**src/rtl/instr_fetch_queue.sv**
```systemverilog
// instr_fetch_queue: decoupling FIFO between instruction fetch and decode.
// Each fetched {pc, instr} pair goes into a small circular buffer. The oldest
// entry is presented to decode first-word-fall-through, and a NOP is shown
// while the buffer is empty. A flush on branch redirect empties the buffer
// in a single cycle.
module instr_fetch_queue #(
  parameter int          DEPTH     = 4,
  parameter int          XLEN      = 32,
  parameter logic [31:0] NOP_INSTR = 32'h0000_0013
) (
  input  logic                     clk_i,
  input  logic                     rst_ni,
  input  logic                     push_i,
  input  logic [XLEN-1:0]          push_pc_i,
  input  logic [XLEN-1:0]          push_instr_i,
  output logic                     full_o,
  input  logic                     pop_i,
  input  logic                     flush_i,
  output logic                     valid_o,
  output logic [XLEN-1:0]          pc_o,
  output logic [XLEN-1:0]          instr_o,
  output logic [$clog2(DEPTH):0]   count_o,
  output logic                     drop_o
);

  localparam int AW = $clog2(DEPTH);
  localparam int CW = AW + 1;
  localparam logic [CW-1:0] FULL_CNT = CW'(DEPTH);

  logic [XLEN-1:0] pc_mem    [DEPTH];
  logic [XLEN-1:0] instr_mem [DEPTH];
  logic [AW-1:0]   wptr_q;
  logic [AW-1:0]   rptr_q;
  logic [CW-1:0]   count_q;
  logic            drop_q;

  logic is_full;
  logic is_empty;
  logic push_acc;
  logic pop_acc;

  // Accept/refuse decisions; fullness comes from the registered count only,
  // so a same-cycle pop never frees a slot for a push.
  always_comb begin
    is_full  = (count_q == FULL_CNT);
    is_empty = (count_q == '0);
    push_acc = push_i & ~flush_i & ~is_full;
    pop_acc  = pop_i  & ~flush_i & ~is_empty;
  end

  // Entry storage: written at the write pointer on an accepted push.
  // NOTE: the storage arrays have no reset; valid_o gates every read, so
  // stale contents are never visible and the arrays can map to plain RAM.
  always_ff @(posedge clk_i) begin
    if (push_acc) begin
      pc_mem[wptr_q]    <= push_pc_i;
      instr_mem[wptr_q] <= push_instr_i;
    end
  end

  // Pointers, occupancy and the refused-push pulse; flush has priority.
  // NOTE: sequential state uses non-blocking assignments so every register
  // samples pre-edge values regardless of statement order.
  always_ff @(posedge clk_i or negedge rst_ni) begin
    if (!rst_ni) begin
      wptr_q  <= '0;
      rptr_q  <= '0;
      count_q <= '0;
      drop_q  <= 1'b0;
    end else begin
      drop_q <= push_i & (flush_i | is_full);
      if (flush_i) begin
        wptr_q  <= '0;
        rptr_q  <= '0;
        count_q <= '0;
      end else begin
        if (push_acc) wptr_q <= wptr_q + AW'(1);
        if (pop_acc)  rptr_q <= rptr_q + AW'(1);
        case ({push_acc, pop_acc})
          2'b10:   count_q <= count_q + CW'(1);
          2'b01:   count_q <= count_q - CW'(1);
          default: count_q <= count_q;
        endcase
      end
    end
  end

  // Head presentation decoded purely from registered state.
  always_comb begin
    valid_o = ~is_empty;
    full_o  = is_full;
    count_o = count_q;
    drop_o  = drop_q;
    pc_o    = '0;
    instr_o = XLEN'(NOP_INSTR);
    if (valid_o) begin
      pc_o    = pc_mem[rptr_q];
      instr_o = instr_mem[rptr_q];
    end
  end

endmodule

```
**config.mk**
```make
export PLATFORM = sky130hd
export DESIGN_NAME = instr_fetch_queue
export DESIGN_NICKNAME = d
export VERILOG_FILES = /design/src/rtl/instr_fetch_queue.sv
export SDC_FILE = /design/constraint.sdc
export NUM_CORES = 1
export LEC_CHECK = 0
export BUFFER_PORTS_ARGS = -buffer_cell sky130_fd_sc_hd__buf_2
export CAP_MARGIN = 10
export CORE_MARGIN = 2
export CORE_UTILIZATION = 45
export DETAILED_ROUTE_END_ITERATION = 8
export GPL_TIMING_DRIVEN = 0
export PLACE_DENSITY_LB_ADDON = 0.1
export SLEW_MARGIN = 20
export SYNTH_ARGS = -nofsm -noshare
export SYNTH_HDL_FRONTEND = slang
export SYNTH_SLANG_ARGS = --single-unit
```
**constraint.sdc**
```tcl
create_clock -name clk_i -period 5.1 [get_ports clk_i]
set_input_delay 1.02 -clock clk_i [delete_from_list [all_inputs] [get_ports clk_i]]
set_output_delay 1.02 -clock clk_i [all_outputs]
set_load 0.02 [all_outputs]
```
# Word level (Yosys, flattened, before mapping)
# Memory sizes are Yosys's and may differ from the RTL's.
# Cells that the tools add are included.
word_totals:
  ff_bits: 8
  latch_bits: 0
  mem_bits_rw: 256
  mem_bits_ro: 0
  in_bits: 69
  out_inout_bits: 70
  elab_cells: 36
  mem_count: 2
classes:
  addsub: 4
  n_mul: 0
  n_div: 0
  n_lt_le_gt_ge: 0
  eq_ne: 3
  shifts: 0
  muxes: 10
  bitwise: 9
  n_reduce_logical: 4
mem_list:
  columns: ["name", "words", "word_bits", "read_ports", "rd_ports_with_merged_regs", "wr", "line", "rtl"]
  rows:
  - ["instr_mem", 4, 32, 1, 0, 1, "31", "logic [XLEN-1:0] instr_mem [DEPTH];"]
  - ["pc_mem", 4, 32, 1, 0, 1, "30", "logic [XLEN-1:0] pc_mem [DEPTH];"]
op_table:
  columns: ["operator", "count"]
  rows:
  - ["two-way mux 32 bit", 2]
  - ["two-way mux 2 bit", 4]
  - ["case mux 3 bit (2 select lines)", 1]
  - ["AND 1 bit", 5]
  - ["adder 2 x 1 -> 2 bit, second input constant", 2]
  - ["nonzero test 2 bit", 2]
  - ["adder 3 x 1 -> 3 bit, second input constant", 1]
  - ["equality test 3 bit, second input constant", 1]
  - ["logical NOT 3 bit", 1]
  - ["two-way mux 3 bit", 1]
  - ["NOT 1 bit", 3]
  - ["nonzero test 3 bit", 1]
  - ["subtractor 3 x 1 -> 3 bit, second input constant", 1]
  - ["equality test 2 x 1 -> 1 bit, second input constant", 1]
  - ["equality test 2 bit, second input constant", 1]
  - ["two-way mux 1 bit", 2]
  - ["OR 1 bit", 1]

# Logic depth before layout (Yosys ltp)
# Gate-level depths: netlist of the first run.
logic_depth:
  ltp_word: 6
  mapped_depth: 7
  ltp_nobuf: 7

# Worst setup path before layout of the first run
# OpenSTA, ideal clock, no wires.
synth_timing:
  kind: "input port to flip-flop"
  start: "in flush_i"
  end: "mem instr_mem[0][0] (enable)"
  setup_time_ns: 0.394
  arrival_time_ns: 2.264
  required_time_ns: 4.706
  slack_ns: 2.443
  path_stages: 2
  path_buffers: 0
  path_cell_list: "nor3b_4 > and2_2"
synth_via:
  elab_chain_len: 5
synth_rtl:
  columns: ["item", "line", "rtl"]
  rows:
  - ["start, declared", "18", "input logic flush_i,"]
  - ["NOT 1 bit", "47", "push_acc = push_i & ~flush_i & ~is_full;"]
  - ["AND 1 bit (2 in a row)", "47", null]
  - ["two-way mux 1 bit", "55", "if (push_acc) begin"]
  - ["two-way mux 1 bit (implied by the code)", "57", "instr_mem[wptr_q] <= push_instr_i;"]
  - ["end, declared", "31", null]
# No other way between the ends.

# Worst setup path after layout of the first run
layout_timing:
  start: "reg rptr_q[1]"
  end: "out pc_o[4]"
layout_via:
  elab_chain_len: 2
layout_rtl:
  columns: ["item", "line", "rtl"]
  rows:
  - ["start, declared", "33", "logic [AW-1:0] rptr_q;"]
  - ["start signal, assigned", "78", "if (pop_acc) rptr_q <= rptr_q + AW'(1);"]
  - ["memory (4 x 32 bit)", null, null]
  - ["two-way mux 32 bit", "96", "if (valid_o) begin"]
  - ["end, declared", "20", "output logic [XLEN-1:0] pc_o,"]
# No other way between the ends.

==> results of run 1 <==
## worst reg2reg max path, cell delays in order (launching register included)
cell	delay (ns)
dfrtp_1	0.46
nor3b_2	0.23
nor3b_4	0.43
and2_4	0.70
buf_12	0.29
## routing by layer
metal,up-vias,share of wire
met2,134,0.50
met4,0,0.019
met3,28,0.058
li1,2210,-
met1,2536,0.42
met5,-,0
## kinds of logic (layout without fill, tap and decap cells)
group | Yosys count | count (layout)
flip-flops | 264 | 264
AND/OR/NAND/NOR | 85 | 85
multiplexers | 66 | 66
buffers and inverters | 25 | 220
AO/OA/AOI/OAI | 8 | 8
adder cells (fa/ha/maj) | 5 | 5
XOR/XNOR | 4 | 4
other | 0 | 3
## layout by cell type, fill, tap and decap left out, types with 2 or more instances in the layout
cell / synthesis / layout
buf_16: 0 / 2
a21oi_1: 2 / 2
clkbuf_8: 0 / 2
inv_1: 4 / 4
o22ai_1: 2 / 2
buf_2: 7 / 145
dfrtp_1: 8 / 8
nor3_1: 2 / 2
mux4_2: 64 / 64
buf_4: 4 / 4
clkbuf_1: 7 / 20
buf_1: 3 / 3
diode_2: 0 / 3
xor2_1: 2 / 2
and2_1: 61 / 61
clkinv_1: 0 / 4
edfxtp_1: 256 / 256
clkbuf_16: 0 / 29
or2_1: 3 / 3
and2_4: 0 / 4
ha_1: 4 / 4
nor2_1: 4 / 4
nand2b_1: 2 / 2
buf_12: 0 / 2
clkinv_2: 0 / 2
## final timing paths
kind / from / to / slack, ns / cells past startpoint
worst min register to register: wptr_q[1] / wptr_q[1] / 0.63 / 2
worst max-delay path: rptr_q[1] / pc_o[4] / 1.61 / 5
worst min-delay path: rst_ni / count_o[0] / 0.34 / 1
max in group asynchronous: rst_ni / drop_o / 4.55 / 1
min in group clk_i: wptr_q[1] / wptr_q[1] / 0.63 / 2
worst max register to register: count_o[2] / pc_mem[0][0] / 2.67 / 4
## flip-flops by register name, indices dropped and copies added, names as in the netlist
register and count:
count_o 3, drop_o 1, instr_mem 128, pc_mem 128
rptr_q 2, wptr_q 2
## area by class of cell
cell class                 count  area [µm²]
timing repair buffer         142         786
fill                        1798       10200
clock buffer                  44         802
antenna                        3        7.51
multi-input combinational    168        2190
tap                          285         357
clock inverter                 9        71.3
sequential                   264        7890
inverter                       4        15.0
buffer                        21         103
## metrics by stage
step	area, µm²	instances	hold slack [ns]	worst slack, ns	total power (W)
after floorplan	10200	457	0.560	2.44	0.00386
after global placement	11200	880	0.587	1.49	0.00446
after detailed placement	11300	884	0.620	2.08	0.00449
after CTS	12200	937	0.322	1.50	0.00641
after global routing	12200	937	0.337	1.38	0.00661
final	12200	940	0.344	1.61	0.00629
## where the power goes
group / total [W] / leakage, nW / internal (W) / switching [W]
sequential: 0.00257 / 2.43 / 0.00252 / 0.0000464
clock: 0.00191 / 0.420 / 0.00113 / 0.000782
combinational: 0.00182 / 1.39 / 0.000760 / 0.00106
total: 0.00629 / 4.25 / 0.00441 / 0.00188
==> flow_summary.json, run 1 <==
{
  "port-buffer-count": 138,
  "fmax_ghz": 0.286,
  "syn_inst": 457,
  "cp.arrival_ns": 2.47,
  "initial_utilization": 0.454,
  "critPathBufInv": 3,
  "rsz0062_at_grt": "false",
  "critPathMaxStageDelay_ns": 0.58,
  "netlist_area_um2": 10200,
  "grt_pass1_vias": 5388,
  "yosysWarnings": 0,
  "status": "finished, final reports clean",
  "layout-drive-gt1-share": 0.406,
  "crit_chain": "buf_2 -> buf_1 -> mux4_2 -> and2_1 -> buf_2",
  "hold_buffers": 0,
  "cts-root-buf": "clkbuf_16",
  "min_period_ns": 3.49,
  "ys_seq_elements": 264,
  "drt_iter0_drc": 295,
  "die_area_um2": 23900,
  "drtAntennaViolNets": 0,
  "drc": 0,
  "dr_total_vias": 4908,
  "synth_flop_cell": "edfxtp_1",
  "synth.area.top_cells": "edfxtp_1 (75%), mux4_2 (14%), and2_1 (3.7%)",
  "crit_path_max_fanout": 10,
  "htree_levels": 1,
  "synth_top_family_by_area": "multiplexers",
  "synth_xor_area_frac": 0.00418,
  "syn_to_final_growth_pct": 19.9,
  "dp_hpwl_um": 11900,
  "finalSetupViolations": 0,
  "synth-simple-area-share": 0.0538,
  "crit_top_cell": "buf_2",
  "synth_most_common_cell": "edfxtp_1",
  "rows": 55,
  "cp-end-kind": "output pin",
  "async_flop_share": 0.0303,
  "synth.avg_cell_area_um2": 22.3,
  "critPathTopFamily": "buffers and inverters",
  "cp_slowest_cell": "buf_1",
  "dieWidth_um": 154,
  "finClkSkew_ns": 0.0100,
  "synth_edf_count": 256,
  "tightest_slew_ns": 0.708,
  "clk_pin_slew_ns": 0.06,
  "drtPass1Iterations": 4,
  "max_cap_violations": 0,
  "grt_first_pass_wirelength_um": 30600,
  "use_met1": 0.220,
  "core_area_um2": 22400,
  "pwr_density_cell_nw_per_um2": 515,
  "grt_use_total": 0.169,
  "cts_resized": 0,
  "antenna_found_initial": 3,
  "required_ns": 4.08,
  "cts_tree": "done",
  "clock-sinks": 264,
  "syn_nets": 531,
  "yosys.area.top_type_share": 0.755,
  "synth_compound_gate_area_share": 0.00528,
  "post-route-period-util": 0.685,
  "final.setup.tns_ns": 0,
  "synth.distinct_cells": 35,
  "post-route-util": 0.544,
  "top_usage_layer": "met2",
  "routed_wl_um": 19800,
  "synth.area.mux_share": 0.144,
  "synthAdderAreaFrac": 0.00688,
  "hp-class": "primary input to async pin",
  "synth_top_area_cell": "edfxtp_1",
  "ioPinCount": 139,
  "crit_path_start_kind": "flip-flop",
  "gr-usage-met3": 0.0465,
  "wl_per_cell_um": 21.1,
  "finalMaxSlewViolations": 0,
  "power_leakage_nw": 4.25,
  "cts_buffers": 29,
  "clock_latency_ns": 0.54,
  "synth_common_cells": "edfxtp_1 (256), mux4_2 (64), and2_1 (61), dfrtp_1 (8)",
  "hold_viol": 0,
  "use_met2": 0.287,
  "nNetsFinal": 704,
  "cts.path.max_buffers": 3,
  "gr-total-overflow": 0,
  "die_height_um": 154,
  "grt_max_degree": 42,
  "gp_congestion": 0.691,
  "ys_seq_area_frac": 0.774,
  "post-cts-setup-buffers": 0,
  "critPathKind": "flip-flop to output pin",
  "maxSlewHeadroom": 0.528,
  "routed_via_density": 5.22,
  "worst_ir_drop_vdd_v": 0.000309
}
Note: power is estimated with default switching activity, not from simulation.
==> run 2, diff against run 1 <==
ABC_AREA = 1   (was default)
clock period = 3.24 ns   (was 5.1 ns; I/O delays follow)
==> run 2 against run 1 <==
  * Clock skew up 0.0035 ns
  * Non-clock buffer count rose by 38
  * Worst setup slack got worse by 1.3 ns
  * Combinational power increased by 100%
  * Synthesized cell count increased by 79%
  * Utilization is 1.5 points higher
  * Clock power rose by 55%
  * Sequential power is 57% higher
  * Hold slack got worse by 0.017 ns
  * Flip-flop and latch count is the same
  * Synthesized area grew 2.7%
  * Critical path type unchanged
==> flow_summary.json, run 2 <==
{
  "finalMaxSlewViolations": 0,
  "drc": 0,
  "finClkSkew_ns": 0.0135,
  "max_cap_violations": 0,
  "maxSlewHeadroom": 0.561,
  "syn_inst": 820,
  "gp_congestion": 0.772,
  "worst_ir_drop_vdd_v": 0.000621,
  "cp-end-kind": "output pin",
  "synth_most_common_cell": "nor2_1",
  "antenna_found_initial": 3,
  "min_period_ns": 2.94,
  "tightest_slew_ns": 0.657,
  "port-buffer-count": 138,
  "nNetsFinal": 1075,
  "placed_cells": 1256,
  "timing.rr.start": "count_o[0]",
  "n_fill_cell": 1958,
  "power_leakage_nw": 4.70,
  "pwr_density_cell_nw_per_um2": 842,
  "hold_viol": 0,
  "clock_latency_ns": 0.53,
  "critPathBufInv": 3,
  "fmax_ghz": 0.340,
  "cts_resized": 0,
  "critPathKind": "flip-flop to output pin",
  "post-route-period-util": 0.907,
  "clock-sinks": 264,
  "drtAntennaViolNets": 0,
  "die_area_um2": 24500,
  "die_height_um": 156,
  "grt_use_total": 0.196,
  "synth.area.top_cells": "edfxtp_1 (73%), nor2_1 (9.4%), o21ai_0 (4.5%)",
  "ff2ff_path_depth": 7,
  "cts-root-buf": "clkbuf_16",
  "crit_chain": "nor2_2 -> nand2_2 -> inv_2 -> clkbuf_1 -> a21oi_1 -> buf_2",
  "synth_flop_cell": "edfxtp_1",
  "dieWidth_um": 156,
  "htree_levels": 1,
  "crit_path_start_kind": "flip-flop",
  "synth_top_area_cell": "edfxtp_1",
  "drtPass1Iterations": 5,
  "critPathTopFamily": "buffers and inverters",
  "layout-drive-gt1-share": 0.234,
  "final.setup.tns_ns": 0,
  "required_ns": 2.59,
  "cts.path.max_buffers": 3,
  "drt_iter0_drc": 399,
  "synth.avg_cell_area_um2": 12.8,
  "ioPinCount": 139,
  "syn_nets": 894,
  "cp_slowest_cell": "clkbuf_1",
  "status": "finished, final reports clean",
  "cp.arrival_ns": 2.29,
  "ys_seq_area_frac": 0.754,
  "netlist_area_um2": 10500,
  "initial_utilization": 0.461,
  "synth_edf_count": 256,
  "yosys.area.top_type_share": 0.735,
  "dp_hpwl_um": 15400,
  "routed_via_density": 5.17,
  "crit_path_max_fanout": 10,
  "wl_per_cell_um": 18.5,
  "rsz0062_at_grt": "false",
  "grt_pass1_vias": 6466,
  "core_area_um2": 22700,
  "rows": 55,
  "synth_common_cells": "nor2_1 (262), edfxtp_1 (256), o21ai_0 (94), a21oi_1 (65), o21ai_1 (35)",
  "fin_cells": 1306,
  "dr_total_vias": 6755,
  "gr-total-overflow": 0,
  "routed_wl_um": 24100,
  "clk_pin_slew_ns": 0.06,
  "final_common_cell": "nor2_1",
  "syn_to_final_growth_pct": 21.5,
  "rr_endpoint": "pc_mem[0][16]",
  "yosysWarnings": 0,
  "async_flop_share": 0.0303,
  "ys_seq_elements": 264,
  "min_to": "pc_mem[3][23]",
  "cts_tree": "done",
  "hp-class": "primary input to flip-flop",
  "final_cell_mix": "nor2_1 (258), edfxtp_1 (256), buf_2 (152)",
  "power.total_w": 0.0107,
  "reg2reg_slack_ns": 1.04,
  "synth.distinct_cells": 23,
  "critPathMaxStageDelay_ns": 0.45,
  "grt_max_degree": 23,
  "cts_buffers": 27,
  "hold_start": "push_pc_i[23]",
  "grt_first_pass_wirelength_um": 36600,
  "whs_path_depth": 1,
  "finalSetupViolations": 0
}
==> run 2: cell types whose count changed after synthesis, sizes merged, moves of 6 or more <==
cell / before / now
inv: 4 / 15
nor2: 4 / 263
nand2: 2 / 18
o21ai: 0 / 129
and2: 66 / 0
mux4: 64 / 0
nand3: 1 / 7
clkbuf: 7 / 18
a21oi: 2 / 65
buf: 14 / 31
==> run 2: how the worst max path moves through the flow <==
stage          cells after the start       start  slack [ns]               to
3_5_place_dp                       7     flush_i        0.66    pc_mem[0][13]
2_1_floorplan                      4      push_i       -0.93  instr_mem[0][0]
6_report                           6  count_o[1]        0.30      instr_o[14]
3_3_place_gp                       4     flush_i       -3.40     pc_mem[1][8]
4_1_cts                            6  count_o[1]        0.23      instr_o[14]
5_1_grt                            6  count_o[0]        0.15      instr_o[20]
==> run 2: cell families (layout without fill, tap and decap cells) <==
logic type,count (synthesis),in the layout,synth area share
simple gates,288,288,0.107
flops,264,264,0.754
compound gates,197,197,0.0953
buf+inv,65,265,0.0362
fa+ha+maj,5,5,0.00670
xor+xnor,1,1,0.000837
other cells,0,1,0
==> run 2: layout make-up <==
type / instances / area (µm²) / share of cell area
timing repair buffer: 152 / 1010 / 0.0794
inverter: 16 / 61.3 / 0.00483
clock buffer: 33 / 698 / 0.0549
clock inverter: 15 / 150 / 0.0118
buffer: 49 / 318 / 0.0250
antenna: 1 / 2.50 / 0.000197
sequential: 264 / 7890 / 0.621
tap: 285 / 357 / 0.0281
multi-input combinational: 491 / 2220 / 0.175
==> run 2: report_power, final <==
| part | total [W] | leakage (nW) | switching (W) | internal, W |
|---|---|---|---|---|
| clock network | 0.00296 | 0.416 | 0.00120 | 0.00176 |
| registers | 0.00404 | 2.43 | 0.0000675 | 0.00397 |
| logic | 0.00369 | 1.85 | 0.00255 | 0.00114 |
==> run 2: metal layers <==
metal / track usage / part of all wire / up-vias
met1: 0.259 / 0.43 / 3273
li1: - / - / 3267
met3: 0.0371 / 0.051 / 39
met2: 0.339 / 0.50 / 172
met4: 0.0454 / 0.020 / 4
met5: 0 / 0.0011 / -
==> run 2: worst register-to-register path, delay by kind of cell, from the launching register on <==
family        cells  cell delay [ns]
buf+inv           3             0.64
simple gates      4             0.81
flops             1             0.44
==> run 2: what timing repair did <==
action,4_1_cts,5_1_grt
hold buffers,1,0
endpoints found under the hold margin,8,0
buffers inserted,0,0
==> run 2: stage by stage <==
stage | cell area (µm²) | hold slack (ns) | setup slack [ns] | utilization
after CTS | 12700 | 0.306 | 0.225 | 0.559
after detailed placement | 11800 | 0.500 | 0.664 | 0.522
after global routing | 12700 | 0.318 | 0.148 | 0.559
after floorplan | 10500 | 0.352 | -0.929 | -
final | 12700 | 0.327 | 0.300 | 0.560
after global placement | 11500 | 0.505 | -3.40 | 0.507
==> run 3, diff against run 2 <==
PLACE_DENSITY = 0.7   (was default)
PLACE_DENSITY_LB_ADDON = default   (was 0.1)
clock period = 3.4 ns   (was 3.24 ns; I/O delays follow)
==> run 3 against run 2 <==
  * Via count rose by 0.84%
  * Clock-buffer cell count fell by 4
  * Sequential power fell by 5%
  * Utilization about the same
  * Non-clock buffer count fell by 3
  * Total power fell by 2.2%
  * Hold slack better by 0.031 ns
==> flow_summary.json, run 3 (same netlist as run 2, synthesis figures left out) <==
{
  "syn_to_final_growth_pct": 21.4,
  "grt_pass1_vias": 6577,
  "clk_pin_slew_ns": 0.07,
  "min_period_ns": 3.02,
  "grt_first_pass_wirelength_um": 35900,
  "hold_viol": 0,
  "dieWidth_um": 156,
  "final_cell_area_um2": 12700,
  "cp.arrival_ns": 2.34,
  "die_height_um": 156,
  "grt_max_degree": 24,
  "regArea_um2": 7890,
  "drtAntennaViolNets": 0,
  "cts_buffers": 26,
  "hold_start": "push_pc_i[4]",
  "ioPinCount": 139,
  "dp_hpwl_um": 14900,
  "hp-class": "primary input to flip-flop",
  "finalSetupViolations": 0,
  "worst_ir_drop_vdd_v": 0.000644,
  "power_leakage_nw": 4.69,
  "antenna_found_initial": 2,
  "dr_total_vias": 6812,
  "fin_cells": 1303,
  "cts-root-buf": "clkbuf_16",
  "nNetsFinal": 1071,
  "initial_utilization": 0.461,
  "clock-sinks": 264,
  "final_cell_mix": "nor2_1 (258), edfxtp_1 (256), buf_2 (152)",
  "timing.rr.start": "count_o[0]",
  "cts.path.max_buffers": 3,
  "wl_per_cell_um": 18.2,
  "maxSlewHeadroom": 0.488,
  "n_fill_cell": 1875,
  "dpl-instance-area_um2": 11700,
  "critPathLaunch": "count_o[1]",
  "rsz0062_at_grt": "false",
  "status": "finished, final reports clean",
  "required_ns": 2.72,
  "tightest_slew_ns": 0.766,
  "htree_levels": 1,
  "post-cts-setup-buffers": 0,
  "routed_via_density": 5.23,
  "layout-drive-gt1-share": 0.235,
  "crit_path_max_fanout": 10,
  "final_common_cell": "nor2_1",
  "die_area_um2": 24500,
  "drt_iter0_drc": 512,
  "grt_use_total": 0.191,
  "pwr_density_cell_nw_per_um2": 824,
  "gp_congestion": 0.769,
  "post-route-period-util": 0.889,
  "gr-total-overflow": 0,
  "critPathKind": "flip-flop to output pin",
  "cts_tree": "done",
  "drc": 0,
  "crit_path_start_kind": "flip-flop",
  "finalMaxSlewViolations": 0,
  "routed_wl_um": 23700,
  "cp-end-kind": "output pin",
  "rows": 55,
  "core_area_um2": 22700,
  "finClkSkew_ns": 0.0275,
  "drtPass1Iterations": 5,
  "placed_cells": 1253,
  "fmax_ghz": 0.331,
  "multi_input_area_um2": 2220,
  "port-buffer-count": 138,
  "clock_latency_ns": 0.54,
  "max_cap_violations": 0
}
run 3: cell types whose count changed in the layout (fill, tap and decap cells not counted), moves of 3 or more:
cell / delta
buf_12: +4
buf_16: -6
bufinv_16: +4
clkbuf_1: -3
run 3: worst paths after layout:
check	end	slack, ns	cells after the start
worst max-delay path	pc_o[4]	0.38	6
worst min-delay path	pc_mem[3][4]	0.36	1
worst max register to register	instr_mem[0][25]	1.31	5
worst min register to register	count_o[1]	0.58	2
max in group asynchronous	drop_o	2.66	2
min in group asynchronous	count_o[0]	0.54	2
run 3: stage by stage:
stage	util	hold WS, ns	total power (W)	TNS [ns]	setup WS (ns)
2_1_floorplan	-	0.384	0.00617	-205.06	-0.801
3_3_place_gp	0.507	0.534	0.00740	-774.96	-3.17
3_5_place_dp	0.517	0.537	0.00746	0	0.901
4_1_cts	0.559	0.332	0.0105	0	0.319
5_1_grt	0.559	0.343	0.0110	0	0.198
6_report	0.559	0.358	0.0105	0	0.379
run 3: layer usage:
layer,vias up,global-route usage,part of all wire
li1,3257,-,-
met1,3296,0.258,0.42
met2,226,0.324,0.50
met3,33,0.0349,0.062
met4,0,0.0472,0.018
met5,-,0,0
run 3: cell type report:
cell class                      count  share of cell area
Clock buffer                       29              0.0521
Buffer                             49              0.0250
Timing Repair Buffer              149              0.0716
Multi-Input combinational cell    491               0.175
Clock inverter                     18              0.0215
Inverter                           16             0.00483
Tap cell                          285              0.0281
Antenna cell                        2            0.000394
Sequential cell                   264               0.621
run 3: critical path, stage by stage, from the launching register on:
cell and delay, ns:
dfrtp_1 0.43, nor2_2 0.18, nand2_2 0.15, inv_2 0.23, clkbuf_1 0.50, a21oi_1 0.13, buf_2 0.20
run 3: repair_timing:
action,CTS,global route
endpoints found under the hold margin,8,0
endpoints found under the setup margin,0,0
gates resized for setup,0,0
hold buffers,1,0
run 3: power by group:
part	leakage (nW)	switching (W)	internal (W)	total, W
logic	1.81	0.00244	0.00107	0.00351
registers	2.43	0.0000662	0.00379	0.00385
clock network	0.453	0.00116	0.00193	0.00309
